### src/rtl/ss_pkg.sv
// Shared types and constants for the ss_serializer block.
package ss_pkg;

    localparam int SS_DEFAULT_WIDTH = 8;

    typedef enum logic [1:0] {
        IDLE  = 2'd0,
        SHIFT = 2'd1,
        PAR   = 2'd2,
        DONE  = 2'd3
    } ss_state_e;

endpackage

### src/rtl/ss_shift_core.sv
// Loadable bidirectional shift register with zero fill; dir=1 shifts toward the MSB.
module ss_shift_core #(
    parameter int WIDTH = 8
) (
    input  logic             clk,
    input  logic             rst,
    input  logic             load,
    input  logic             shift,
    input  logic             dir,
    input  logic [WIDTH-1:0] d,
    output logic [WIDTH-1:0] q
);

    always_ff @(posedge clk) begin
        if (rst) begin
            q <= '0;
        end else if (load) begin
            q <= d;
        end else if (shift) begin
            q <= dir ? {q[WIDTH-2:0], 1'b0} : {1'b0, q[WIDTH-1:1]};
        end
    end

endmodule

### src/rtl/ss_serializer.sv
// Parallel-to-serial frame transmitter with valid/ready load handshake and global enable.
// Optional trailing even-parity bit when SS_SERIALIZER_PARITY_EN is defined.
//
// state | meaning
// IDLE  | waiting for a word; load_ready follows ena
// SHIFT | one frame bit per enabled cycle, MSB or LSB first
// PAR   | parity bit (SS_SERIALIZER_PARITY_EN builds only)
// DONE  | one-cycle done pulse, then back to IDLE
module ss_serializer
    import ss_pkg::*;
#(
    parameter int WIDTH = SS_DEFAULT_WIDTH
) (
    input  logic             clk,
    input  logic             rst,
    input  logic             ena,
    input  logic [WIDTH-1:0] data_in,
    input  logic             load_valid,
    output logic             load_ready,
    input  logic             leri,
    output logic             data_out,
    output logic             out_valid,
    output logic             busy,
    output logic             done
);

    localparam int CNT_W = $clog2(WIDTH);
    localparam logic [CNT_W-1:0] CNT_LAST = CNT_W'(WIDTH - 1);

    ss_state_e        state;
    ss_state_e        state_nxt;
    logic [CNT_W-1:0] cnt;
    logic             dir_q;
    logic [WIDTH-1:0] shreg;
    logic             accept;
    logic             shift_en;

    assign load_ready = (state == IDLE) && ena && !rst;
    assign accept     = load_valid && load_ready;
    assign shift_en   = (state == SHIFT) && ena;

    ss_shift_core #(
        .WIDTH (WIDTH)
    ) u_shift_core (
        .clk   (clk),
        .rst   (rst),
        .load  (accept),
        .shift (shift_en),
        .dir   (dir_q),
        .d     (data_in),
        .q     (shreg)
    );

    always_ff @(posedge clk) begin
        if (rst) begin
            state <= IDLE;
        end else begin
            state <= state_nxt;
        end
    end

    always_comb begin
        state_nxt = state;
        case (state)
            IDLE: begin
                if (accept) state_nxt = SHIFT;
            end
            SHIFT: begin
                if (ena && cnt == CNT_LAST) begin
`ifdef SS_SERIALIZER_PARITY_EN
                    state_nxt = PAR;
`else
                    state_nxt = DONE;
`endif
                end
            end
            PAR: begin
`ifdef SS_SERIALIZER_PARITY_EN
                if (ena) state_nxt = DONE;
`else
                state_nxt = IDLE;
`endif
            end
            DONE:    state_nxt = IDLE;
            default: state_nxt = IDLE;
        endcase
    end

    // Counter saturates on the last bit so it cannot wrap inside a frame.
    always_ff @(posedge clk) begin
        if (rst) begin
            cnt   <= '0;
            dir_q <= 1'b0;
        end else if (accept) begin
            cnt   <= '0;
            dir_q <= leri;
        end else if (shift_en && cnt != CNT_LAST) begin
            cnt <= cnt + 1'b1;
        end
    end

`ifdef SS_SERIALIZER_PARITY_EN
    logic par_q;

    always_ff @(posedge clk) begin
        if (rst) begin
            par_q <= 1'b0;
        end else if (accept) begin
            par_q <= ^data_in;
        end
    end
`endif

    always_comb begin
        data_out  = 1'b0;
        out_valid = 1'b0;
        case (state)
            SHIFT: begin
                out_valid = 1'b1;
                data_out  = dir_q ? shreg[WIDTH-1] : shreg[0];
            end
`ifdef SS_SERIALIZER_PARITY_EN
            PAR: begin
                out_valid = 1'b1;
                data_out  = par_q;
            end
`endif
            default: ;
        endcase
    end

    assign busy = (state != IDLE);
    assign done = (state == DONE);

endmodule

### config.mk
export PLATFORM = sky130hd
export DESIGN_NAME = ss_serializer
export DESIGN_NICKNAME = d
export VERILOG_FILES = /design/src/rtl/ss_pkg.sv /design/src/rtl/ss_shift_core.sv /design/src/rtl/ss_serializer.sv
export SDC_FILE = /design/constraint.sdc
export NUM_CORES = 1
export LEC_CHECK = 0
export ABC_CLOCK_PERIOD_IN_PS = 1400
export BUFFER_PORTS_ARGS = -buffer_cell sky130_fd_sc_hd__buf_2
export CORE_MARGIN = 5
export CORE_UTILIZATION = 45
export DETAILED_ROUTE_END_ITERATION = 10
export GPL_TIMING_DRIVEN = 0
export HOLD_SLACK_MARGIN = 0.06
export PLACE_DENSITY = 0.7
export SYNTH_ARGS = -nofsm -noshare
export SYNTH_HDL_FRONTEND = slang
export SYNTH_SLANG_ARGS = --single-unit
### constraint.sdc
create_clock -name clk -period 1.4 [get_ports clk]
set_input_delay 0.35 -clock clk [delete_from_list [all_inputs] [get_ports clk]]
set_output_delay 0.35 -clock clk [all_outputs]
set_load 0.02 [all_outputs]
==> flow_summary_export.csv <==
group,metric,value,unit
synth,ys_ff_latch,14,
setup_path,crit_family,"flip-flops",
synth,ys_async_sr_fraction,0,
place,dp_hpwl,1569,um
route,via_count,898,
sta,final-setup-viol-count,3,
place,io_buffers,16,
synth,avgSynthCellArea,9.484,um^2
synth,syn_nets,115,
global_routing,grtUsageMet3,0.03248,
global_routing,grt_pass1_wl,4140,um
clock_tree,cts_root_buf,"clkbuf_4",
sta,worst_pin_slew,0.5443,ns
clock_tree,numCtsBuffers,3,
setup_path,crit_path_start_kind,"flip-flop",
synth,synthCells,100,
global_routing,antenna_found_initial,0,
setup_path,critical_path_class,"flip-flop to output pin",
floorplanning,die_area,3126,um^2
floorplanning,dieWidth,55.91,um
place,place_congestion,0.8536,
status,status,"complete, but fails checks",
setup_path,crit_chain,"nor4b_4 > buf_6 > buf_6",
sta,clock_skew,0.004578,ns
cells_and_area,stdcell_count,153,
clock_tree,clockBufferDepth,2,
floorplanning,dieHeight,55.91,um
sta,drv_slew,0,
clock_tree,htreeDepth,1,
setup_path,critPathCaptureType,"output pin",
route,drtAntennaViolNets,0,
cells_and_area,drive_above_1_share,0.4762,
route,via_per_inst,5.869,
setup_path,reg2reg_to,"u_shift_core.q[5]$_SDFFE_PP0P_",
cells_and_area,nets,142,
sta,hold_ws,0.3115,ns
clock_tree,clk_latency,0.28,ns
synth,synth_cell_types,37,
clock_tree,hold_buffers,0,
floorplanning,io_pins,18,
sta,setup_slack,-0.1566,ns
synth,synth_ff_type,"dfxtp_1",
setup_path,crit_top_cell,"buf_6",
sta,fmaxAchievable,642.4,MHz
setup_path,cpPeakStageDelay,0.38,ns
floorplanning,rows,16,
hold_path,hp-start,"leri",
place,dp_cells,143,
setup_path,rrSetupSlack,0.02,ns
synth,syn-cell-area,948.4,um^2
power_and_ir_drop,ir_worst_vdd,0.6133,mV
route,wl_per_cell,15.80,um
cells_and_area,n_antenna_cell,0,
power_and_ir_drop,p_per_area,749.2,nW/um^2
global_routing,grt_max_degree,11,
clock_tree,cts.clk_slew.worst_paths,0.09,ns
global_routing,grt_usage,0.1627,
global_routing,grt_pass1_vias,908,
sta,hold_viol_final,0,
setup_path,cp_max_fo,6,
setup_path,worstPathArrival,1.21,ns
global_routing,grt_use_met2,0.2720,
cells_and_area,final_common_cell,"buf_2",
global_routing,gr-max-usage-layer,"met2",
sta,finalCriticalPeriod,1.557,ns
status,violations,"setup timing",
route,drcViolationCount,0,
setup_path,worst-path-buf-inv,2,
power_and_ir_drop,p_leak,0.0004633,uW
route,drt-total-wl,2418,um
cells_and_area,final_cell_mix,"13 x buf_2, 11 x buf_4, 11 x nor2b_1, 9 x dfxtp_1, 7 x nand4_1",
setup_path,required,1.05,ns
route,drtIter0Drc,13,
setup_path,worstRegToRegCells,5,
synth,yosys.area.top_type,"dfxtp_1",
synth,synth_enable_flop_cells,0,
route,firstDrtPassIters,4,
synth,synth_warnings,0,
cells_and_area,area_growth,31.93,%
hold_path,hold_end,"dir_q$_SDFFE_PP0P_",
cells_and_area,fillCellCount,159,
global_routing,overflow,0,
flow_run,maxCapViolCount,0,
cells_and_area,fin_util,0.6313,
hold_path,min_path_cells,3,
global_routing,grt_util_met1,0.1994,
synth,yosysSeqAreaShare,0.2955,
sta,rsz0062_at_grt,"yes",
sta,relSlewSlack,0.6372,
setup_path,r2r_start,"state[1]$_SDFFE_PP0P_",
hold_path,hp-class,"input port to flip-flop",
sta,fin_crit_sh,1.112,
clock_tree,cts_tree,"built",
clock_tree,clock_sinks,14,
synth,synth.top_cell.area_share,0.2955,
floorplanning,core,1982,um^2
floorplanning,initial_core_util,0.4785,
setup_path,worst_path_max_delay_cell,"dfxtp_4",
synth,ys_top_cells_by_area,"dfxtp_1 30%, o311ai_2 10%, nor2b_1 7.3%",
sta,setup_tns,-0.2411,ns
## sequential cells by signal, indices dropped and copies added (netlist names)
| name | cells |
|---|---|
| dir_q | 1 |
| u_shift_core.q | 8 |
| cnt | 3 |
| state | 2 |
## cell usage after synthesis, types with 2 or more instances
| library cell | count |
|---|---|
| mux2i_1 | 3 |
| a21oi_1 | 2 |
| inv_1 | 2 |
| buf_2 | 3 |
| o21ai_0 | 6 |
| ha_1 | 2 |
| dfxtp_1 | 14 |
| and2_1 | 2 |
| nand2b_1 | 6 |
| nor3_1 | 3 |
| a211o_1 | 2 |
| nand4_1 | 7 |
| nor2_1 | 2 |
| nor2b_1 | 11 |
| o2111ai_1 | 5 |
| buf_4 | 4 |
| o311ai_2 | 6 |
## tightest hold or removal path, delay by kind of cell
kind / cells / cell delay (ns)
AO/OA/AOI/OAI: 1 / 0.05
buffers and inverters: 1 / 0.10
AND/OR/NAND/NOR: 1 / 0.06
## kinds of logic after synthesis
group | count (synthesis) | synth area share
xor+xnor | 1 | 0.009237
fa+ha+maj | 2 | 0.02638
buf+inv | 11 | 0.06728
simple gates | 42 | 0.3021
compound gates | 27 | 0.2678
flops | 14 | 0.2955
mux | 3 | 0.03166
## metrics by stage
stage | worst slack [ns] | total power (uW) | area [um^2]
final | -0.1566 | 937.5 | 1251
after global routing | -0.1998 | 986.5 | 1251
after CTS | -0.1420 | 941.4 | 1202
after detailed placement | -0.1936 | 607.9 | 1062
after global placement | -0.1685 | 605.1 | 1062
after floorplan | 0.03757 | 554.6 | 948.4
## routing by layer
metal / up-vias / share of wire
met5: - / 0
met4: 0 / 0.013
met3: 4 / 0.043
met2: 22 / 0.50
met1: 437 / 0.44
li1: 435 / -
## worst max-delay path by stage
stage / cells past startpoint / end / from / slack (ns)
3_5_place_dp: 4 / load_ready / rst / -0.19
2_1_floorplan: 5 / cnt[1]$_SDFFE_PP0P_ / cnt[0]$_SDFFE_PP0P_ / 0.04
4_1_cts: 3 / load_ready / state[0]$_SDFFE_PP0P_ / -0.14
5_1_grt: 3 / load_ready / state[1]$_SDFFE_PP0P_ / -0.20
6_report: 3 / load_ready / state[1]$_SDFFE_PP0P_ / -0.16
3_3_place_gp: 4 / load_ready / rst / -0.17
## report_power, final
| group | total, uW | switching (uW) | leakage, uW | internal, uW |
|---|---|---|---|---|
| clock | 300 | 142 | 0.0000210 | 158 |
| combinational | 212 | 112 | 0.000325 | 99.9 |
| sequential | 426 | 15.2 | 0.000117 | 410 |
| total | 937 | 269 | 0.000463 | 669 |
## what timing repair did
action / 4_1_cts / 5_1_grt
buffers inserted: 7 / 1
pin swaps: 2 / 5
gates cloned: 0 / 1
resized for setup: 18 / 12
endpoints found under the setup margin: 8 / 13
## cell type report
cell class | instances | area (um^2) | share of cell area
Buffer | 7 | 57.56 | 0.04600
Clock buffer | 4 | 36.28 | 0.02900
Inverter | 2 | 7.507 | 0.006000
Multi-Input combinational cell | 75 | 664.4 | 0.5310
Sequential cell | 14 | 294.0 | 0.2350
Tap cell | 27 | 33.78 | 0.02700
Timing Repair Buffer | 24 | 157.7 | 0.1260
Power figures use the tool's default switching activity.
